**config.mk**
```make
export PLATFORM = sky130hd
export DESIGN_NAME = status_branch_unit
export DESIGN_NICKNAME = d
export VERILOG_FILES = /design/src/rtl/cpu_pkg.sv /design/src/rtl/cond_eval.sv /design/src/rtl/status_branch_unit.sv
export SDC_FILE = /design/constraint.sdc
export NUM_CORES = 1
export LEC_CHECK = 0
export ABC_AREA = 0
export BUFFER_PORTS_ARGS = -buffer_cell sky130_fd_sc_hd__buf_2
export CAP_MARGIN = 20
export CORE_ASPECT_RATIO = 2
export CORE_MARGIN = 2
export CORE_UTILIZATION = 33
export DETAILED_ROUTE_END_ITERATION = 16
export GPL_TIMING_DRIVEN = 0
export PLACE_DENSITY_LB_ADDON = 0.1
export SETUP_SLACK_MARGIN = 0.5
export SLEW_MARGIN = 15
export SYNTH_ARGS = -nofsm -noshare
export SYNTH_HDL_FRONTEND = slang
export SYNTH_SLANG_ARGS = --single-unit
```
**constraint.sdc**
```tcl
create_clock -name clk -period 2.2 [get_ports clk]
set_input_delay 0.66 -clock clk [delete_from_list [all_inputs] [get_ports clk]]
set_output_delay 0.66 -clock clk [all_outputs]
set_load 0.03 [all_outputs]
```
**src/rtl/cpu_pkg.sv**
```systemverilog
// Shared definitions for the branch/status datapath: branch kinds,
// condition codes, FSM state encodings and default widths.
package cpu_pkg;

    localparam int PC_W_DEFAULT   = 9;
    localparam int DATA_W_DEFAULT = 16;

    typedef enum logic [1:0] {
        BR_B   = 2'b00,
        BR_BL  = 2'b01,
        BR_BX  = 2'b10,
        BR_BLX = 2'b11
    } br_kind_t;

    typedef enum logic [2:0] {
        COND_AL  = 3'b000,
        COND_EQ  = 3'b001,
        COND_NE  = 3'b010,
        COND_LT  = 3'b011,
        COND_LE  = 3'b100,
        COND_NV5 = 3'b101,
        COND_NV6 = 3'b110,
        COND_NV7 = 3'b111
    } cond_t;

    // FSM encodings kept as plain constants so older code can match on them
    localparam logic [1:0] ST_IDLE   = 2'd0;
    localparam logic [1:0] ST_EVAL   = 2'd1;
    localparam logic [1:0] ST_UPDATE = 2'd2;

    // BL and BLX are the kinds that produce a return address
    function automatic logic kind_links(input logic [1:0] kind);
        return kind[0];
    endfunction

endpackage

```
**src/rtl/cond_eval.sv**
```systemverilog
// Combinational branch-condition evaluator. Status is {Z,N,V}; register
// branches ignore the condition field and always redirect.
module cond_eval
    import cpu_pkg::*;
(
    input  logic [2:0] status,
    input  logic [2:0] cond,
    input  logic [1:0] kind,
    output logic       taken
);

    logic z_flag;
    logic n_flag;
    logic v_flag;

    assign z_flag = status[2];
    assign n_flag = status[1];
    assign v_flag = status[0];

    // Decide whether the branch redirects the PC
    always_comb begin
        taken = 1'b0;
        if (kind == BR_BX || kind == BR_BLX) begin
            taken = 1'b1;
        end else begin
            case (cond)
                COND_AL: taken = 1'b1;
                COND_EQ: taken = z_flag;
                COND_NE: taken = ~z_flag;
                COND_LT: taken = n_flag ^ v_flag;
                COND_LE: taken = (n_flag ^ v_flag) | z_flag;
                default: taken = 1'b0;
            endcase
        end
    end

endmodule

```
**src/rtl/status_branch_unit.sv**
```systemverilog
// Status register plus a three-state branch resolver (IDLE/EVAL/UPDATE).
// A request is captured in IDLE, its outcome computed from the status
// register during EVAL, and the PC is written as UPDATE ends.
module status_branch_unit
    import cpu_pkg::*;
#(
    parameter int PC_W   = PC_W_DEFAULT,
    parameter int DATA_W = DATA_W_DEFAULT
) (
    input  logic              clk,
    input  logic              reset,
    input  logic [2:0]        znv_in,
    input  logic              load_s,
    input  logic              pc_inc,
    input  logic              br_valid,
    output logic              br_ready,
    input  logic [1:0]        br_kind,
    input  logic [2:0]        br_cond,
    input  logic [DATA_W-1:0] sximm8,
    input  logic [DATA_W-1:0] reg_target,
    output logic [PC_W-1:0]   pc,
    output logic [2:0]        status,
    output logic              done,
    output logic              taken,
    output logic              link_valid,
    output logic [DATA_W-1:0] link_data
);

    logic [1:0]        state;
    logic [1:0]        kind_q;
    logic [2:0]        cond_q;
    logic [PC_W-1:0]   imm_q;
    logic [PC_W-1:0]   reg_tgt_q;
    logic              taken_q;
    logic              link_q;
    logic [PC_W-1:0]   target_q;
    logic [DATA_W-1:0] link_data_q;

    logic              accept;
    logic              eval_taken;
    logic [PC_W-1:0]   pc_plus1;
    logic [PC_W-1:0]   rel_target;
    logic [PC_W-1:0]   eval_target;
    logic              unused_high_bits;

    // Only the low PC_W bits of offsets and register targets ever reach the PC
    assign unused_high_bits = ^{sximm8[DATA_W-1:PC_W], reg_target[DATA_W-1:PC_W]};

    assign br_ready    = (state == ST_IDLE) && !reset;
    assign accept      = br_valid && br_ready;
    assign pc_plus1    = pc + PC_W'(1);
    assign rel_target  = pc_plus1 + imm_q;
    assign eval_target = kind_q[1] ? reg_tgt_q : rel_target;

    assign done        = (state == ST_UPDATE) && !reset;
    assign taken       = done && taken_q;
    assign link_valid  = done && link_q;
    assign link_data   = link_data_q;

    cond_eval u_cond_eval (
        .status (status),
        .cond   (cond_q),
        .kind   (kind_q),
        .taken  (eval_taken)
    );

    // Status flags load whenever asked, regardless of branch activity
    always_ff @(posedge clk) begin
        if (reset) begin
            status <= 3'b000;
        end else if (load_s) begin
            status <= znv_in;
        end
    end

    // Sequencer and program counter: capture, evaluate, then commit the PC
    always_ff @(posedge clk) begin
        if (reset) begin
            state <= ST_IDLE;
            pc    <= '0;
        end else begin
            case (state)
                ST_IDLE: begin
                    if (accept) begin
                        state <= ST_EVAL;
                    end else if (pc_inc) begin
                        pc <= pc_plus1;
                    end
                end
                ST_EVAL: begin
                    state <= ST_UPDATE;
                end
                ST_UPDATE: begin
                    pc    <= target_q;
                    state <= ST_IDLE;
                end
                default: begin
                    state <= ST_IDLE;
                end
            endcase
        end
    end

    // Request capture on handshake and outcome registration at the end of EVAL
    always_ff @(posedge clk) begin
        if (reset) begin
            kind_q      <= '0;
            cond_q      <= '0;
            imm_q       <= '0;
            reg_tgt_q   <= '0;
            taken_q     <= 1'b0;
            link_q      <= 1'b0;
            target_q    <= '0;
            link_data_q <= '0;
        end else if (accept) begin
            kind_q    <= br_kind;
            cond_q    <= br_cond;
            imm_q     <= sximm8[PC_W-1:0];
            reg_tgt_q <= reg_target[PC_W-1:0];
        end else if (state == ST_EVAL) begin
            taken_q  <= eval_taken;
            link_q   <= eval_taken && kind_links(kind_q);
            target_q <= eval_taken ? eval_target : pc_plus1;
            if (eval_taken && kind_links(kind_q)) begin
                link_data_q <= DATA_W'(pc_plus1);
            end
        end
    end

endmodule

```
Word-level counts from Yosys, hierarchy flattened
Cells that the tools add are included.
{ "totals": {"elab_cells": 51, "in_bits": 45, "out_inout_bits": 32, "reg_bits": 57} }
{ "op_classes": {"mux": 9, "n_eq_ne": 11, "n_addsub": 2, "bitwise_logic": 4, "n_reduce_logical": 14} }
{ "ops": {"columns": ["cell", "count"], "rows": [
  ["$mux W9", 4],
  ["$pmux W9 S2", 1],
  ["$add A9 B1 Y9 const B", 1],
  ["$add A9 B9 Y9", 1],
  ["$eq A2 B2 Y1 const B", 3],
  ["$eq A3 B2 Y1 const B", 2],
  ["$logic_and A1 B1 Y1", 6],
  ["$ne A2 B2 Y1 const B", 3],
  ["$reduce_and A3 Y1", 2],
  ["$pmux W1 S5", 1],
  ["$pmux W2 S2", 1],
  ["$eq A3 B1 Y1 const B", 1],
  ["$eq A3 B3 Y1 const B", 1],
  ["$logic_not A3 Y1", 1],
  ["$eq A2 B1 Y1 const B", 1],
  ["$logic_not A2 Y1", 1],
  ["$mux W2", 1],
  ["$not A1 Y1", 2],
  ["$reduce_and A2 Y1", 1],
  ["$reduce_bool A2 Y1", 1],
  ["$logic_not A1 Y1", 1],
  ["$logic_or A1 B1 Y1", 1],
  ["$mux W1", 1],
  ["$or A1 B1 Y1", 1],
  ["$xor A1 B1 Y1", 1]
]} }

Depth between registers and ports, before layout
{ "depth": {"depth_word": 6, "ltp_mapped": 11, "ltp_nobuf": 11} }

Modules after synthesis
A second synthesis with hierarchy kept.
{ "unflattened": {"cells_unflattened": 371, "hier_area_um2": 2880.3} }
{ "by_module_without_submodules": {"columns": ["mod", "seq_area_each_um2", "instances", "area_each_um2", "cells_per_inst"], "rows": [
  ["status_branch_unit", 1141.1, 1, 2825.2, 363],
  ["cond_eval", 0.0, 1, 55.1, 8]
]} }

Worst setup path after synthesis
OpenSTA, ideal clock, no wires.
{ "synth_path": {"kind": "register to register", "start": "register pc[0]", "end": "register target_q[8]", "synth_period_minus_slack_ns": 2.539, "n_path_buf": 0, "setup_slack_ns": -0.339, "required_time_ns": 2.078, "arrival_time_ns": 2.416, "stages_incl_launch_ff": 11, "setup_ns": 0.122, "cell_sequence": "dfxtp_1 -> ha_1 -> xnor2_1 -> inv_1 -> ha_1 -> nor2b_1 -> o21ai_0 -> a21oi_1 -> o41ai_1 -> xor2_1 -> o21ai_0"} }
{ "synth_via": {"elab_chain_cells": 4} }
{ "synth_rtl": {"columns": ["element", "line", "source"], "rows": [
  ["start, declared", "status_branch_unit.sv:21", "output logic [PC_W-1:0] pc,"],
  ["start signal, assigned", "status_branch_unit.sv:87", "pc <= pc_plus1;"],
  ["start signal, assigned", "status_branch_unit.sv:94", "pc <= target_q;"],
  ["$add A9 B1 Y9", "status_branch_unit.sv:51", "assign pc_plus1 = pc + PC_W'(1);"],
  ["via pc_plus1[2]", "status_branch_unit.sv:41", "logic [PC_W-1:0] pc_plus1;"],
  ["$add A9 B9 Y9", "status_branch_unit.sv:52", "assign rel_target = pc_plus1 + imm_q;"],
  ["$mux W9", "status_branch_unit.sv:53", "assign eval_target = kind_q[1] ? reg_tgt_q : rel_target;"],
  ["$mux W9", "status_branch_unit.sv:123", "target_q <= eval_taken ? eval_target : pc_plus1;"],
  ["end signal, assigned", "status_branch_unit.sv:123", null],
  ["end, declared", "status_branch_unit.sv:36", "logic [PC_W-1:0] target_q;"]
]} }
The timed path passes the listed nets, and every way through them passes these cells.
A chain may end at the register's enable or synchronous reset.

Final worst setup path
{ "layout_path": {"start": "register pc[0]", "end": "register target_q[6]"} }
Same word-level chain as after synthesis.

==> flow_summary.yaml <==
run_status:
  status: "completed"
power:
  leakage_nw: 1.912
  irDropWorstVdd_uv: 407.0
  power_mw: 2.991
  power.density_nw_per_um2: 642.5
cells_and_area:
  drive_gt1_share_pct: 45.19
  post-route-util_pct: 54.21
  area_delta_synth_final_pct: 59.56
  nets: 529
  fin_area_um2: 4656
  insertedDiodeCount: 0
worst_setup_path:
  r2r_cells: 10
  critPathCaptureType: "flop"
  path_max_fanout: 6
  path_class: "reg2reg"
  max_stage_delay_ns: 0.37
  r2r-end: "target_q[6]$_SDFFE_PP0P_"
  crit_top_cell: "a21oi_2"
  timing.rr.start: "pc[0]$_SDFFE_PP0P_"
  ff2ff_setup_slack_ns: 0.001
  worstPathRequired_ns: 2.38
  cp-start-kind: "flop"
  path_cells: "nand2_1 > nor2_4 > xnor2_4 > inv_1 > ha_1 > o21ai_2 > a21oi_2 > or3_1 > a21oi_2 > o32ai_1"
  crit_slowest_cell: "dfxtp_4"
  arrival_ns: 2.38
  critPathTopFamily: "simple AND/OR/NAND/NOR gates"
  crit_buf_inv: 1
hold_path:
  holdPathStages: 2
  holdCritStartpoint: "reg_tgt_q[4]$_SDFFE_PP0P_"
  hold_end: "reg_tgt_q[4]$_SDFFE_PP0P_"
  worstHoldPathType: "reg2reg"
yosys:
  synth_area_um2: 2918
  ys_seq_area_share_pct: 39.11
  avgSynthCellArea_um2: 8.060
  synth_ff_type: "dfxtp_1"
  synth_edf_count: 0
  synth_seq_cells: 57
  ys_types: 50
  yosysWarnings: 0
  async_reset_ff_share_pct: 0
  synthCells: 362
detailed_routing:
  drt-wirelength-per-cell_um: 16.57
  vias: 2859
  drcViolationCount: 0
  dr.pass1.iters: 4
  first_iter_violations: 129
  final_antenna_net_count: 0
  viasPerCell: 4.946
  drt-total-wl_um: 9578
global_routing:
  gr-total-overflow: 0
  grt_antenna_before_repair: 0
  track_usage_pct: 19.76
  grt_pass1_wl_um: 14290
  grt_max_degree: 11
  grt_pass1_vias: 2720
clock_tree:
  root_buffer: "clkbuf_16"
  h-tree-depth: 3
  ctsLongestPathBuffers: 2
  clk_pin_slew_ns: 0.05
  cts_sinks: 57
  clock_latency_ns: 0.33
  cts_buffers: 9
  cts_tree: "done"
floorplanning:
  die_height_um: 137.0
  start_util_pct: 33.97
  coreArea_um2: 8588
  io_pins: 77
  rows: 48
  die-area_um2: 9656
  die_w_um: 70.49
timing:
  timing.fmax_mhz: 454.8
  fin_crit_sh_pct: 99.95
  setup_slack_ns: 0.001053
  slew_violations: 0
  rsz0062_at_grt: "yes"
  finClkSkew_ns: 0.006646
  worst_pin_slew_ns: 0.7493
  setup_violations: 0
  max_slew_margin_pct: 50.05
  hold_viol: 0
  period_needed_ns: 2.199
flow_run:
  cap_violations: 0
placement:
  place_area_um2: 3511
  pre_cts_ws_ns: -0.4914
  gp_congestion: 0.7942
  hpwl_um: 6630
  port_buffers: 55
==> kinds of logic (layout without fill, tap and decap cells) <==
| logic type | after synthesis | after routing | synth area share [%] |
|---|---|---|---|
| simple gates | 135 | 135 | 19.85 |
| compound gates | 97 | 97 | 22.30 |
| flops | 57 | 57 | 39.11 |
| buf+inv | 41 | 151 | 7.118 |
| xor+xnor | 12 | 12 | 3.602 |
| fa+ha+maj | 11 | 11 | 4.974 |
| mux | 8 | 8 | 2.916 |
| other cells | 1 | 7 | 0.1285 |
==> routing by layer <==
layer  vias up  GRT usage [%]  share of wire [%]
met5         -              0                  0
met4         0          8.654                2.6
met3        16          3.682                3.6
met2        71          38.52                 58
met1      1311          19.75                 35
li1       1461              -                  -
==> area by class of cell <==
class | instances | area (um^2)
fill | 826 | 3933
clock buffer | 11 | 232.7
inverter | 14 | 65.06
buffer | 27 | 234.0
clock inverter | 5 | 46.29
timing repair buffer | 94 | 681.9
multi-input combinational | 270 | 2088
tap | 100 | 125.1
sequential | 57 | 1182
==> stage by stage <==
step           hold WS, ns  TNS (ns)  instances
5_1_grt             0.4668   -0.3635        578
6_report            0.4526         0        578
3_3_place_gp        0.4445    -2.043        523
4_1_cts             0.4525   -0.1196        557
3_5_place_dp        0.4461    -2.225        523
2_1_floorplan       0.4312         0        368
==> cells in the final DEF, fill, tap and decap left out, drive strengths merged, types with 4 or more instances in the layout <==
master	count
mux2i	7
and3	4
inv	12
buf	111
ha	10
clkbuf	21
xor2	5
o21ai	13
clkinv	6
nand3	7
nor3	4
a211oi	16
o211ai	5
conb	7
xnor2	7
nor2	45
dfxtp	57
nand2	63
nand2b	5
a21oi	42
==> timing repair <==
item | in CTS | in global routing
hold endpoints to repair | 0 | 0
hold buffers | 0 | 0
gates cloned | 1 | 2
gates resized for setup | 83 | 56
pin swaps | 31 | 28
buffers inserted | 17 | 19
setup endpoints to repair | 30 | 26
==> state kept, by name, summed over array words and instances (netlist names) <==
register   cells
status         3
target_q       9
kind_q         2
link_q         1
state          2
reg_tgt_q      9
imm_q          9
taken_q        1
cond_q         3
link_data      9
pc             9
==> how the worst max path moves through the flow <==
stage | slack (ns) | cells past startpoint | endpoint | startpoint
final | 0.001 | 10 | target_q[6]$_SDFFE_PP0P_ | pc[0]$_SDFFE_PP0P_
after global routing | -0.1 | 10 | target_q[6]$_SDFFE_PP0P_ | pc[1]$_SDFFE_PP0P_
after CTS | -0.04 | 11 | target_q[5]$_SDFFE_PP0P_ | pc[0]$_SDFFE_PP0P_
after detailed placement | -0.49 | 9 | target_q[8]$_SDFFE_PP0P_ | pc[0]$_SDFFE_PP0P_
after global placement | -0.43 | 10 | target_q[7]$_SDFFE_PP0P_ | pc[3]$_SDFFE_PP0P_
after floorplan | 0.09 | 10 | target_q[6]$_SDFFE_PP0P_ | pc[0]$_SDFFE_PP0P_
==> worst reg2reg max path: stages, from the launching register on <==
cell and delay, ns:
dfxtp_4 0.37, nand2_1 0.18, nor2_4 0.07, xnor2_4 0.27
inv_1 0.09, ha_1 0.32, o21ai_2 0.09, a21oi_2 0.08
or3_1 0.33, a21oi_2 0.18, o32ai_1 0.09
==> synthesized netlist by cell type (2+ instances only) <==
master	instances	share of area, %
dfxtp_1	57	39
o211ai_1	5	1.3
o21ai_0	13	2.2
buf_4	8	2.1
or3_1	2	0.43
inv_1	12	1.5
nand2_1	62	8.0
buf_6	3	1.2
nor3_2	2	0.69
o31ai_1	3	0.77
mux2i_1	7	2.4
a22oi_1	2	0.51
ha_1	10	4.3
a211oi_1	9	2.3
xor2_1	5	1.5
clkbuf_1	13	1.7
nor2_1	45	5.8
a211oi_2	7	3.0
o21a_1	3	0.77
nand2b_1	5	1.1
buf_1	2	0.26
nor3_1	2	0.34
nand3_1	7	1.2
xnor2_1	7	2.1
a21oi_1	41	7.0
nor2b_1	3	0.64
and3_1	4	0.86
==> power by group <==
part | total [mW] | internal (mW) | switching [mW]
sequential | 1.12 | 1.08 | 0.0479
clock | 1.32 | 0.861 | 0.457
combinational | 0.550 | 0.251 | 0.299
total | 2.99 | 2.19 | 0.804
Power figures use the tool's default switching activity.
